<file path="config.mk">
export PLATFORM = sky130hd
export DESIGN_NAME = axi_wr_arbiter_flat
export DESIGN_NICKNAME = d
export VERILOG_FILES = /design/src/rtl/axi_wr_arbiter_if.sv /design/src/rtl/axi_wr_arbiter.sv /design/src/flat_wrapper.sv
export SDC_FILE = /design/constraint.sdc
export NUM_CORES = 1
export LEC_CHECK = 0
export CAP_MARGIN = 20
export CORE_AREA = 2 2 171 173
export CTS_CLUSTER_DIAMETER = 50
export DETAILED_ROUTE_END_ITERATION = 6
export DIE_AREA = 0 0 173 175
export REMOVE_ABC_BUFFERS = 1
export SYNTH_ARGS = -nofsm -noshare
export SYNTH_HDL_FRONTEND = slang
export SYNTH_SLANG_ARGS = --single-unit
</file>
<file path="constraint.sdc">
create_clock -name aclk -period 2.7 [get_ports aclk]
set_clock_uncertainty 0.05 [all_clocks]
set_input_delay 0.54 -clock aclk [delete_from_list [all_inputs] [get_ports aclk]]
set_output_delay 0.54 -clock aclk [all_outputs]
set_load 0.005 [all_outputs]
</file>
<file path="src/rtl/axi_wr_arbiter_if.sv">
// Command/data path from the arbiter to the shared AXI write engine, plus the
// AW/W/B handshakes the arbiter snoops to track each transaction.
`ifndef ADDR_BITS
`define ADDR_BITS 32
`endif
`ifndef LEN_BITS
`define LEN_BITS 8
`endif
`ifndef SIZE_BITS
`define SIZE_BITS 3
`endif
`ifndef DATA_BITS
`define DATA_BITS 32
`endif

interface axi_wr_arbiter_if;
    logic [`ADDR_BITS-1:0] m_awaddr;
    logic [`LEN_BITS-1:0]  m_awlen;
    logic [`SIZE_BITS-1:0] m_awsize;
    logic [1:0]            m_awburst;
    logic [3:0]            m_awcache;
    logic                  m_awvalid;
    logic [`DATA_BITS-1:0] m_wdata;

    logic                  bus_aw_valid;
    logic                  bus_aw_ready;
    logic                  bus_w_valid;
    logic                  bus_w_ready;
    logic                  bus_b_valid;
    logic                  bus_b_ready;
    logic [1:0]            bus_b_resp;

    modport master (
        output m_awaddr, m_awlen, m_awsize, m_awburst, m_awcache, m_awvalid, m_wdata,
        input  bus_aw_valid, bus_aw_ready, bus_w_valid, bus_w_ready,
        input  bus_b_valid, bus_b_ready, bus_b_resp
    );

    modport slave (
        input  m_awaddr, m_awlen, m_awsize, m_awburst, m_awcache, m_awvalid, m_wdata,
        output bus_aw_valid, bus_aw_ready, bus_w_valid, bus_w_ready,
        output bus_b_valid, bus_b_ready, bus_b_resp
    );
endinterface

</file>
<file path="src/rtl/axi_wr_arbiter.sv">
// Round-robin arbiter sharing one AXI write engine among NUM_REQ requesters.
// Define AXI_WR_ARB_WDT_EN to add a per-transaction watchdog and sticky wdt_err.
`ifndef ADDR_BITS
`define ADDR_BITS 32
`endif
`ifndef LEN_BITS
`define LEN_BITS 8
`endif
`ifndef SIZE_BITS
`define SIZE_BITS 3
`endif
`ifndef DATA_BITS
`define DATA_BITS 32
`endif

module axi_wr_arbiter #(
    parameter int NUM_REQ        = 4,
    parameter int TIMEOUT_CYCLES = 1024
) (
    input  logic                            aclk,
    input  logic                            areset_n,
    input  logic [NUM_REQ-1:0]              req,
    input  logic [NUM_REQ*`ADDR_BITS-1:0]   req_addr,
    input  logic [NUM_REQ*`LEN_BITS-1:0]    req_len,
    input  logic [NUM_REQ*`SIZE_BITS-1:0]   req_size,
    input  logic [NUM_REQ*2-1:0]            req_burst,
    input  logic [NUM_REQ*4-1:0]            req_cache,
    input  logic [NUM_REQ*`DATA_BITS-1:0]   req_wdata,
    output logic [NUM_REQ-1:0]              gnt,
    output logic [NUM_REQ-1:0]              data_pop,
    output logic [NUM_REQ-1:0]              done,
    output logic [1:0]                      done_resp,
    output logic                            busy,
`ifdef AXI_WR_ARB_WDT_EN
    output logic                            wdt_err,
`endif
    axi_wr_arbiter_if.master                bus
);

    localparam int          IDX_W  = $clog2(NUM_REQ);
    localparam int unsigned NREQ_U = NUM_REQ;

    localparam logic [1:0] S_IDLE  = 2'd0;
    localparam logic [1:0] S_ISSUE = 2'd1;
    localparam logic [1:0] S_DATA  = 2'd2;
    localparam logic [1:0] S_RESP  = 2'd3;

    logic [1:0]            r_state;
    logic [1:0]            w_state_nxt;
    logic [IDX_W-1:0]      r_ptr;
    logic [IDX_W-1:0]      r_idx;
    logic [IDX_W-1:0]      w_win;
    logic [NUM_REQ-1:0]    w_win_oh;
    logic                  w_found;
    int unsigned           w_c;
    logic [NUM_REQ-1:0]    r_gnt;
    logic [NUM_REQ-1:0]    r_data_pop;
    logic [NUM_REQ-1:0]    r_done;
    logic [1:0]            r_done_resp;
    logic [`ADDR_BITS-1:0] r_awaddr;
    logic [`LEN_BITS-1:0]  r_awlen;
    logic [`SIZE_BITS-1:0] r_awsize;
    logic [1:0]            r_awburst;
    logic [3:0]            r_awcache;
    logic                  r_awvalid;
    logic [`LEN_BITS:0]    r_beat_cnt;
    logic                  w_aw_hs;
    logic                  w_w_hs;
    logic                  w_b_hs;
    logic                  w_last_beat;
    logic                  w_timeout;

    assign w_aw_hs     = bus.bus_aw_valid & bus.bus_aw_ready;
    assign w_w_hs      = bus.bus_w_valid & bus.bus_w_ready;
    assign w_b_hs      = bus.bus_b_valid & bus.bus_b_ready;
    assign w_last_beat = (r_beat_cnt == {1'b0, r_awlen});

    // First set request after the pointer, wrapping modulo NUM_REQ.
    always_comb begin
        w_found  = 1'b0;
        w_win    = r_ptr;
        w_win_oh = '0;
        w_c      = 0;
        for (int unsigned k = 1; k <= NREQ_U; k++) begin
            w_c = (32'(r_ptr) + k) % NREQ_U;
            if (!w_found && req[w_c[IDX_W-1:0]]) begin
                w_found               = 1'b1;
                w_win                 = w_c[IDX_W-1:0];
                w_win_oh              = '0;
                w_win_oh[w_c[IDX_W-1:0]] = 1'b1;
            end
        end
    end

    always_comb begin
        w_state_nxt = r_state;
        case (r_state)
            S_IDLE:  if (w_found)               w_state_nxt = S_ISSUE;
            S_ISSUE: if (w_aw_hs)               w_state_nxt = S_DATA;
            S_DATA:  if (w_w_hs && w_last_beat) w_state_nxt = S_RESP;
            S_RESP:  if (w_b_hs)                w_state_nxt = S_IDLE;
            default:                            w_state_nxt = S_IDLE;
        endcase
        if (w_timeout) w_state_nxt = S_IDLE;
    end

    always_ff @(posedge aclk or negedge areset_n) begin
        if (!areset_n) begin
            r_state     <= S_IDLE;
            r_ptr       <= IDX_W'(NUM_REQ - 1);
            r_idx       <= '0;
            r_gnt       <= '0;
            r_data_pop  <= '0;
            r_done      <= '0;
            r_done_resp <= '0;
            r_awaddr    <= '0;
            r_awlen     <= '0;
            r_awsize    <= '0;
            r_awburst   <= '0;
            r_awcache   <= '0;
            r_awvalid   <= 1'b0;
            r_beat_cnt  <= '0;
        end else begin
            r_state    <= w_state_nxt;
            r_data_pop <= '0;
            r_done     <= '0;
            if (w_timeout) begin
                r_done      <= r_gnt;
                r_done_resp <= 2'b10;
                r_gnt       <= '0;
                r_awvalid   <= 1'b0;
                r_beat_cnt  <= '0;
            end else begin
                case (r_state)
                    S_IDLE: if (w_found) begin
                        r_gnt     <= w_win_oh;
                        r_idx     <= w_win;
                        r_ptr     <= w_win;
                        r_awaddr  <= req_addr[w_win*`ADDR_BITS +: `ADDR_BITS];
                        r_awlen   <= req_len[w_win*`LEN_BITS +: `LEN_BITS];
                        r_awsize  <= req_size[w_win*`SIZE_BITS +: `SIZE_BITS];
                        r_awburst <= req_burst[w_win*2 +: 2];
                        r_awcache <= req_cache[w_win*4 +: 4];
                        r_awvalid <= 1'b1;
                    end
                    S_ISSUE: if (w_aw_hs) r_awvalid <= 1'b0;
                    S_DATA: if (w_w_hs) begin
                        r_data_pop <= r_gnt;
                        r_beat_cnt <= w_last_beat ? '0 : r_beat_cnt + 1'b1;
                    end
                    S_RESP: if (w_b_hs) begin
                        r_done      <= r_gnt;
                        r_done_resp <= bus.bus_b_resp;
                        r_gnt       <= '0;
                    end
                    default: ;
                endcase
            end
        end
    end

`ifdef AXI_WR_ARB_WDT_EN
    localparam int WDT_W = $clog2(TIMEOUT_CYCLES + 1);

    logic [WDT_W-1:0] r_wdt_cnt;
    logic             r_wdt_err;

    // Fires on the edge where the count would reach TIMEOUT_CYCLES.
    assign w_timeout = (r_state != S_IDLE) && (r_wdt_cnt == WDT_W'(TIMEOUT_CYCLES - 1));
    assign wdt_err   = r_wdt_err;

    always_ff @(posedge aclk or negedge areset_n) begin
        if (!areset_n) begin
            r_wdt_cnt <= '0;
            r_wdt_err <= 1'b0;
        end else begin
            if (r_state == S_IDLE || w_state_nxt != r_state) r_wdt_cnt <= '0;
            else                                             r_wdt_cnt <= r_wdt_cnt + 1'b1;
            if (w_timeout) r_wdt_err <= 1'b1;
        end
    end
`else
    assign w_timeout = 1'b0;
`endif

    assign gnt           = r_gnt;
    assign data_pop      = r_data_pop;
    assign done          = r_done;
    assign done_resp     = r_done_resp;
    assign busy          = (r_state != S_IDLE);
    assign bus.m_awaddr  = r_awaddr;
    assign bus.m_awlen   = r_awlen;
    assign bus.m_awsize  = r_awsize;
    assign bus.m_awburst = r_awburst;
    assign bus.m_awcache = r_awcache;
    assign bus.m_awvalid = r_awvalid;
    assign bus.m_wdata   = (r_state == S_ISSUE || r_state == S_DATA) ?
                           req_wdata[r_idx*`DATA_BITS +: `DATA_BITS] : '0;

endmodule

</file>
<file path="src/flat_wrapper.sv">
// flat-port wrapper written by rule: the top's interface ports become plain ports
module axi_wr_arbiter_flat 
#(
    parameter int NUM_REQ        = 4,
    parameter int TIMEOUT_CYCLES = 1024
)
  (aclk, areset_n, req, req_addr, req_len, req_size, req_burst, req_cache, req_wdata, gnt, data_pop, done, done_resp, busy, bus_m_awaddr, bus_m_awlen, bus_m_awsize, bus_m_awburst, bus_m_awcache, bus_m_awvalid, bus_m_wdata, bus_bus_aw_valid, bus_bus_aw_ready, bus_bus_w_valid, bus_bus_w_ready, bus_bus_b_valid, bus_bus_b_ready, bus_bus_b_resp);
  axi_wr_arbiter_if bus_i ();
  input  logic aclk;
  input  logic areset_n;
  input  logic [NUM_REQ-1:0] req;
  input  logic [NUM_REQ*`ADDR_BITS-1:0] req_addr;
  input  logic [NUM_REQ*`LEN_BITS-1:0] req_len;
  input  logic [NUM_REQ*`SIZE_BITS-1:0] req_size;
  input  logic [NUM_REQ*2-1:0] req_burst;
  input  logic [NUM_REQ*4-1:0] req_cache;
  input  logic [NUM_REQ*`DATA_BITS-1:0] req_wdata;
  output logic [NUM_REQ-1:0] gnt;
  output logic [NUM_REQ-1:0] data_pop;
  output logic [NUM_REQ-1:0] done;
  output logic [1:0] done_resp;
  output logic busy;
  output wire logic [$bits(bus_i.m_awaddr)-1:0] bus_m_awaddr;
  output wire logic [$bits(bus_i.m_awlen)-1:0] bus_m_awlen;
  output wire logic [$bits(bus_i.m_awsize)-1:0] bus_m_awsize;
  output wire logic [$bits(bus_i.m_awburst)-1:0] bus_m_awburst;
  output wire logic [$bits(bus_i.m_awcache)-1:0] bus_m_awcache;
  output wire logic [$bits(bus_i.m_awvalid)-1:0] bus_m_awvalid;
  output wire logic [$bits(bus_i.m_wdata)-1:0] bus_m_wdata;
  input wire logic [$bits(bus_i.bus_aw_valid)-1:0] bus_bus_aw_valid;
  input wire logic [$bits(bus_i.bus_aw_ready)-1:0] bus_bus_aw_ready;
  input wire logic [$bits(bus_i.bus_w_valid)-1:0] bus_bus_w_valid;
  input wire logic [$bits(bus_i.bus_w_ready)-1:0] bus_bus_w_ready;
  input wire logic [$bits(bus_i.bus_b_valid)-1:0] bus_bus_b_valid;
  input wire logic [$bits(bus_i.bus_b_ready)-1:0] bus_bus_b_ready;
  input wire logic [$bits(bus_i.bus_b_resp)-1:0] bus_bus_b_resp;
  assign bus_m_awaddr = bus_i.m_awaddr;
  assign bus_m_awlen = bus_i.m_awlen;
  assign bus_m_awsize = bus_i.m_awsize;
  assign bus_m_awburst = bus_i.m_awburst;
  assign bus_m_awcache = bus_i.m_awcache;
  assign bus_m_awvalid = bus_i.m_awvalid;
  assign bus_m_wdata = bus_i.m_wdata;
  assign bus_i.bus_aw_valid = bus_bus_aw_valid;
  assign bus_i.bus_aw_ready = bus_bus_aw_ready;
  assign bus_i.bus_w_valid = bus_bus_w_valid;
  assign bus_i.bus_w_ready = bus_bus_w_ready;
  assign bus_i.bus_b_valid = bus_bus_b_valid;
  assign bus_i.bus_b_ready = bus_bus_b_ready;
  assign bus_i.bus_b_resp = bus_bus_b_resp;
  axi_wr_arbiter #(.NUM_REQ(NUM_REQ), .TIMEOUT_CYCLES(TIMEOUT_CYCLES)) u_core (.aclk(aclk), .areset_n(areset_n), .req(req), .req_addr(req_addr), .req_len(req_len), .req_size(req_size), .req_burst(req_burst), .req_cache(req_cache), .req_wdata(req_wdata), .gnt(gnt), .data_pop(data_pop), .done(done), .done_resp(done_resp), .busy(busy), .bus(bus_i));
endmodule
</file>
### Yosys cells after proc, flatten, opt, wreduce, memory -nomap -nowiden

Index checks and enable logic that the tools add are counted.

| storage, ports and cells | value |
|---|---|
| flip-flop bits (word level) | 79 |
| input port bits | 338 |
| output and inout port bits | 97 |
| logic and storage cells | 112 |

| cells by class | value |
|---|---|
| add/sub/neg operators | 5 |
| multiply operators | 1 |
| $lt $le $gt $ge | 8 |
| equality and inequality tests | 8 |
| shift-type cells | 6 |
| muxes and demuxes | 45 |
| bitwise operators | 3 |
| reduce and logical (&&, ||, !) cells | 22 |

Operators by type and width:

| operator | number |
|---|---|
| 128-bit by 8-bit variable part select with 32-bit output | 2 |
| 4-bit 2-to-1 mux | 10 |
| 32-bit 2-to-1 mux | 1 |
| 32-bit by 6-bit variable part select with 8-bit output | 1 |
| 2-bit 2-to-1 mux | 8 |
| 16-bit by 5-bit variable part select with 4-bit output | 1 |
| 1-bit 2-to-1 mux | 14 |
| 2-bit by 3-bit < comparator with 1-bit output, second input constant | 4 |
| 12-bit by 5-bit variable part select with 3-bit output | 1 |
| 9-bit by 1-bit adder with 9-bit output, second input constant | 1 |
| 9-bit by 8-bit equality test with 1-bit output | 1 |
| 9-bit 2-to-1 mux | 1 |
| 1-bit binary-select mux with 2-bit select | 4 |
| 1-bit demux with 2-bit select | 4 |
| 2-bit by 1-bit >= comparator with 1-bit output, second input constant | 4 |
| 1-bit logical AND | 8 |
| 2-bit by 1-bit != test with 1-bit output, second input constant | 4 |
| 2-bit one-hot mux with 4 select lines | 1 |
| 4-bit one-hot mux with 2 select lines | 1 |
| 8-bit by 4-bit variable part select with 2-bit output | 1 |
| 2-bit AND reduction | 3 |
| 3-bit AND reduction | 2 |
| 2-bit nonzero test | 3 |
| 2-bit by 1-bit adder with 2-bit output, second input constant | 2 |
| other kinds (10) | 16 |

### Depth between registers and ports, before layout

| depth | value |
|---|---|
| word-level depth | 15 |
| gate-level depth with buffers | 12 |
| mapped depth without buffers | 7 |

### Worst setup path before layout

No wires, ideal clock.

| path | value |
|---|---|
| path type | reg-to-reg |
| from | register u_core.r_ptr[1] |
| to | register u_core.r_awaddr[8], in the netlist u_core.bus.m_awaddr[8] |
| setup time | 0.137 ns |
| data arrival time | 2.444 ns |
| data required time | 2.513 ns |
| path slack | 0.069 ns |
| cell stages (with the launch flop) | 13 |
| buffers on the path | 5 |
| period minus slack after synthesis | 2.631 ns |
| cell sequence | dfstp_2 > buf_6 > inv_1 > ha_1 > clkbuf_1 > mux2i_1 > nor2_1 > a311oi_1 > or2_1 > clkbuf_1 > buf_6 > buf_6 > o221ai_2 |

| on the way | value |
|---|---|
| longest elaborated chain between the ends | 14 |
| elaborated cells between the ends (all ways) | 28 |
| classes of those cells | add/sub: 4; shift: 1; mux: 16; reduce/logical: 7 |

Ends and longest elaborated chain:

| what | RTL line | source |
|---|---|---|
| from (decl) | axi_wr_arbiter.sv:50 | `logic [IDX_W-1:0] r_ptr;` |
| from (signal assigned) | axi_wr_arbiter.sv:110 | `r_ptr <= IDX_W'(NUM_REQ - 1);` |
| from (signal assigned) | axi_wr_arbiter.sv:138 | `r_ptr <= w_win;` |
| 2-bit by 1-bit adder with 2-bit output | axi_wr_arbiter.sv:85 | `w_c = (32'(r_ptr) + k) % NREQ_U;` |
| 1-bit binary-select mux with 2-bit select | axi_wr_arbiter.sv:86 | `if (!w_found && req[w_c[IDX_W-1:0]]) begin` |
| 1-bit 2-to-1 mux (implied by the code) | axi_wr_arbiter.sv:86 |  |
| 1-bit 2-to-1 mux | axi_wr_arbiter.sv:86 |  |
| 1-bit zero test | axi_wr_arbiter.sv:86 |  |
| 1-bit logical AND | axi_wr_arbiter.sv:86 |  |
| 1-bit 2-to-1 mux | axi_wr_arbiter.sv:86 |  |
| 1-bit zero test | axi_wr_arbiter.sv:86 |  |
| 1-bit logical AND | axi_wr_arbiter.sv:86 |  |
| 1-bit 2-to-1 mux | axi_wr_arbiter.sv:86 |  |
| 1-bit zero test | axi_wr_arbiter.sv:86 |  |
| 1-bit logical AND | axi_wr_arbiter.sv:86 |  |
| 2-bit 2-to-1 mux / 1-bit 2-to-1 mux (equally long branches) | axi_wr_arbiter.sv:86 |  |
| 128-bit by 8-bit variable part select with 32-bit output / 2-bit AND reduction (equally long branches) | n/a |  |
| to (signal assigned) | axi_wr_arbiter.sv:139 | `` r_awaddr <= req_addr[w_win*`ADDR_BITS +: `ADDR_BITS]; `` |
| to (decl) | axi_wr_arbiter.sv:60 | `` logic [`ADDR_BITS-1:0] r_awaddr; `` |

Parallel ways exist; a longest one is shown, timed or not. The select of a mux whose other input is x is not followed.
A chain may end at the register's enable or synchronous reset.

### Worst setup path in the final report

| path | value |
|---|---|
| from | register u_core.r_idx[0] |
| to | output port bus_m_wdata[7] |

| on the way | value |
|---|---|
| longest elaborated chain between the ends | 2 |

Ends and longest elaborated chain:

| what | RTL line | source |
|---|---|---|
| from (decl) | axi_wr_arbiter.sv:51 | `logic [IDX_W-1:0] r_idx;` |
| from (signal assigned) | axi_wr_arbiter.sv:137 | `r_idx <= w_win;` |
| 128-bit by 8-bit variable part select with 32-bit output | axi_wr_arbiter.sv:198 | `` req_wdata[r_idx*`DATA_BITS +: `DATA_BITS] : '0; `` |
| 32-bit 2-to-1 mux | axi_wr_arbiter.sv:197 | `assign bus.m_wdata = (r_state == S_ISSUE \|\| r_state == S_DATA) ?` |
| to (decl) | flat_wrapper.sv:29 | `output wire logic [$bits(bus_i.m_wdata)-1:0] bus_m_wdata;` |

No other way between the ends.

==> impl_metrics.tcl <==
set metrics [dict create \
    hold_viol_final 0 \
    fmax_mhz 382 \
    fin_cells 1371 \
    route.antenna.remaining_nets 0 \
    report.final.slew_viol_count 0 \
    finalCritPeriodShare 0.969 \
    crit_fanout 12 \
    hold_path.class "input pin to async pin" \
    layout-drive-gt1-share 0.118 \
    power.total_mw 11.1 \
    grtUsageTotal 0.162 \
    die_height_um 175 \
    dp_hpwl_um 20500 \
    fin_nets 1332 \
    path_class "flop to primary output" \
    finalWirelength_um 25600 \
    grt_max_degree 45 \
    hold_buffers 0 \
    num_vias 6209 \
    synth.avg_cell_area_um2 10.9 \
    wl_per_cell_um 18.6 \
    slowest_stage "mux4_2" \
    crit_family "multiplexers" \
    nFillCells 2800 \
    drc 0 \
    grt_pass1_wl_um 37800 \
    pwr_density_cell_mw_per_mm2 985 \
    cap_viol_max_count 0 \
    clk_pin_slew_ns 0.07 \
    die_area_mm2 0.0303 \
    ys_types 45 \
    rows 62 \
    cp.required_ns 2.11 \
    path_depth 5 \
    ys_seq_area_frac 0.332 \
    synth_area_mm2 0.00597 \
    synth_cells 549 \
    antenna_found_initial 1 \
    grt_pass1_vias 6252 \
    via_per_inst 4.53 \
    worstSetupEndpointType "primary output" \
    crit_path_max_incr_delay_ns 0.55 \
    worstSetupStartpointType "flop" \
    cts_tree "done" \
    globalplace.congestion 0.926 \
    outcome "finished, final reports clean" \
    first_pass_iters 4 \
    maxSlewHeadroom 0.576 \
    dp.cells 1349 \
    post-route-min-period_ns 2.62 \
    synthFlopType "dfrtp_1" \
    num_io_pins 435 \
    max-clock-path-buffers 2 \
    worstRegToRegCells 9 \
    critical_path_arrival_ns 2.03 \
    drt_iter0_drc 253 \
    synth_edf_count 0 \
    tightest_slew_ns 0.637 \
    power_leakage_nw 4.88 \
    path_cells "buf_4 -> buf_12 -> mux4_2 -> and2_1 -> dlygate4sd2_1" \
    die_x_um 173 \
    numCtsBuffers 9 \
    setup_violations 0 \
    clockRootBuffer "clkbuf_16" \
    areaGrowthSynthToFinish_pct 89.2 \
    overflow 0 \
    clock_latency_ns 0.35 \
    start_util 0.210 \
    regArea_mm2 0.00198 \
    path_buf_inv 3 \
    multiInputGateArea_mm2 0.00370 \
    clock_sinks 79 \
    port_buffers 434 \
    ys_ff_latch 79 \
    h-tree-depth 3 \
    synthArstFlopShare 1.00 \
    ir_drop_mv 0.384 \
    core_area_mm2 0.0284 \
    synth_warnings 0 \
]
## per-layer routing
metal	global-route usage	vias up	wire length, um
met2	0.276	222	12800
met4	0.0463	0	544
met1	0.205	3013	10800
met3	0.0396	31	1430
li1	-	2943	-
met5	0	-	0
## kinds of logic (layout without fill, tap and decap cells)
group	count (synthesis)	in the layout	synth area share
compound gates	90	90	0.134
mux	144	144	0.313
flops	79	79	0.332
buf+inv	61	498	0.0520
simple gates	154	154	0.131
other cells	0	1	0
xor+xnor	8	8	0.0117
fa+ha+maj	13	13	0.0272
## synth_stat cells (2+ instances only)
master	instances	area share
nand2_1	64	0.040
buf_4	10	0.013
mux2i_1	103	0.17
o221ai_2	10	0.025
o221ai_1	43	0.063
and3_1	8	0.0084
buf_6	3	0.0057
a22o_1	5	0.0073
a221o_1	6	0.010
o21ai_0	10	0.0084
nor3_1	2	0.0017
nand2b_1	2	0.0021
a211o_1	2	0.0029
buf_2	14	0.012
nand4_1	2	0.0021
clkbuf_1	22	0.014
xor2_1	8	0.012
and2_1	41	0.043
inv_1	11	0.0069
mux4_2	33	0.12
dfstp_2	2	0.0088
ha_1	13	0.027
dfrtp_1	77	0.32
nor2b_1	11	0.012
nand3_1	4	0.0034
a21oi_1	7	0.0059
or2_2	2	0.0021
mux2_2	7	0.013
nor2_1	11	0.0069
## cell type report
class / count / share of cell area
clock inverter: 5 / 0.00942
timing repair buffer: 471 / 0.420
multi-input combinational: 409 / 0.328
tap: 384 / 0.0425
antenna: 1 / 0.000222
clock buffer: 11 / 0.0206
sequential: 79 / 0.175
inverter: 11 / 0.00366
## worst register-to-register path: stages, from the launching register on
cell	delay, ns
dfstp_2	0.53
inv_1	0.13
ha_2	0.45
o21ai_0	0.17
a31oi_4	0.20
buf_12	0.18
buf_12	0.16
mux2i_1	0.25
buf_4	0.16
o221ai_1	0.10
## worst paths after layout
check                      slack (ns)                    from                 endpoint
setup / recovery                 0.08         u_core.r_idx[0]           bus_m_wdata[7]
hold / removal                   0.15                areset_n   u_core.bus.m_awaddr[1]
setup reg to reg                 0.20         u_core.r_ptr[0]    u_core.bus.m_awlen[3]
hold reg to reg                  0.43  u_core.bus.m_awsize[1]   u_core.bus.m_awsize[1]
max in group asynchronous        1.80                areset_n  u_core.bus.m_awburst[1]
min in group aclk                0.43  u_core.bus.m_awsize[1]   u_core.bus.m_awsize[1]
## power by group
group | switching (mW) | internal (mW) | total [mW]
combinational | 3.41 | 4.25 | 7.66
sequential | 0.339 | 1.69 | 2.03
clock | 0.525 | 0.907 | 1.43
## registers in the layout, summed over array words and instances (netlist names), 3 cells and up
signal                cells
u_core.r_beat_cnt         9
u_core.bus.m_awlen        8
u_core.bus.m_awsize       3
u_core.data_pop           4
u_core.gnt                4
u_core.bus.m_awaddr      32
u_core.bus.m_awcache      4
u_core.done               4
## stage by stage
step                setup TNS [ns]  setup slack (ns)  area [um2]  hold slack, ns  utilization
floorplan                  -377.84             -7.48        5700           0.194            -
finish                           0            0.0827       11300           0.148        0.398
detailed placement         -0.0925           -0.0404       10900           0.420        0.386
global route             -0.000113         -0.000113       11300           0.179        0.398
CTS                        -0.0557           -0.0557       11300           0.165        0.396
global placement           -0.0550           -0.0302       10900           0.418        0.386
## layout by cell type (no fill, tap or decap), types with 2 or more instances in the layout
master and instances:
nor2b_1 11, mux4_2 33, inv_1 11, dfrtp_1 76
dfstp_2 2, o221ai_2 10, bufinv_16 3, xor2_1 8
o21ai_0 10, and3_1 8, clkbuf_16 9, nor3_1 2
buf_12 13, clkbuf_1 2, mux2i_1 103, ha_1 12
nand2b_2 2, a22o_1 5, clkdlybuf4s50_1 402, buf_4 25
o221ai_1 43, mux2_2 7, a221o_1 6, nor2_1 11
nand4_1 2, dlygate4sd2_1 30, nand3_1 4, a211o_1 2
or2_2 3, a21oi_1 7, nand2_1 64, and2_1 41
## timing repair
item | in CTS | in global routing
endpoints found under the hold margin | 0 | 0
gates cloned | 0 | 0
resized for setup | 30 | 2
setup endpoints to repair | 29 | 6
setup buffers | 1 | 4
Power figures use the tool's default switching activity.
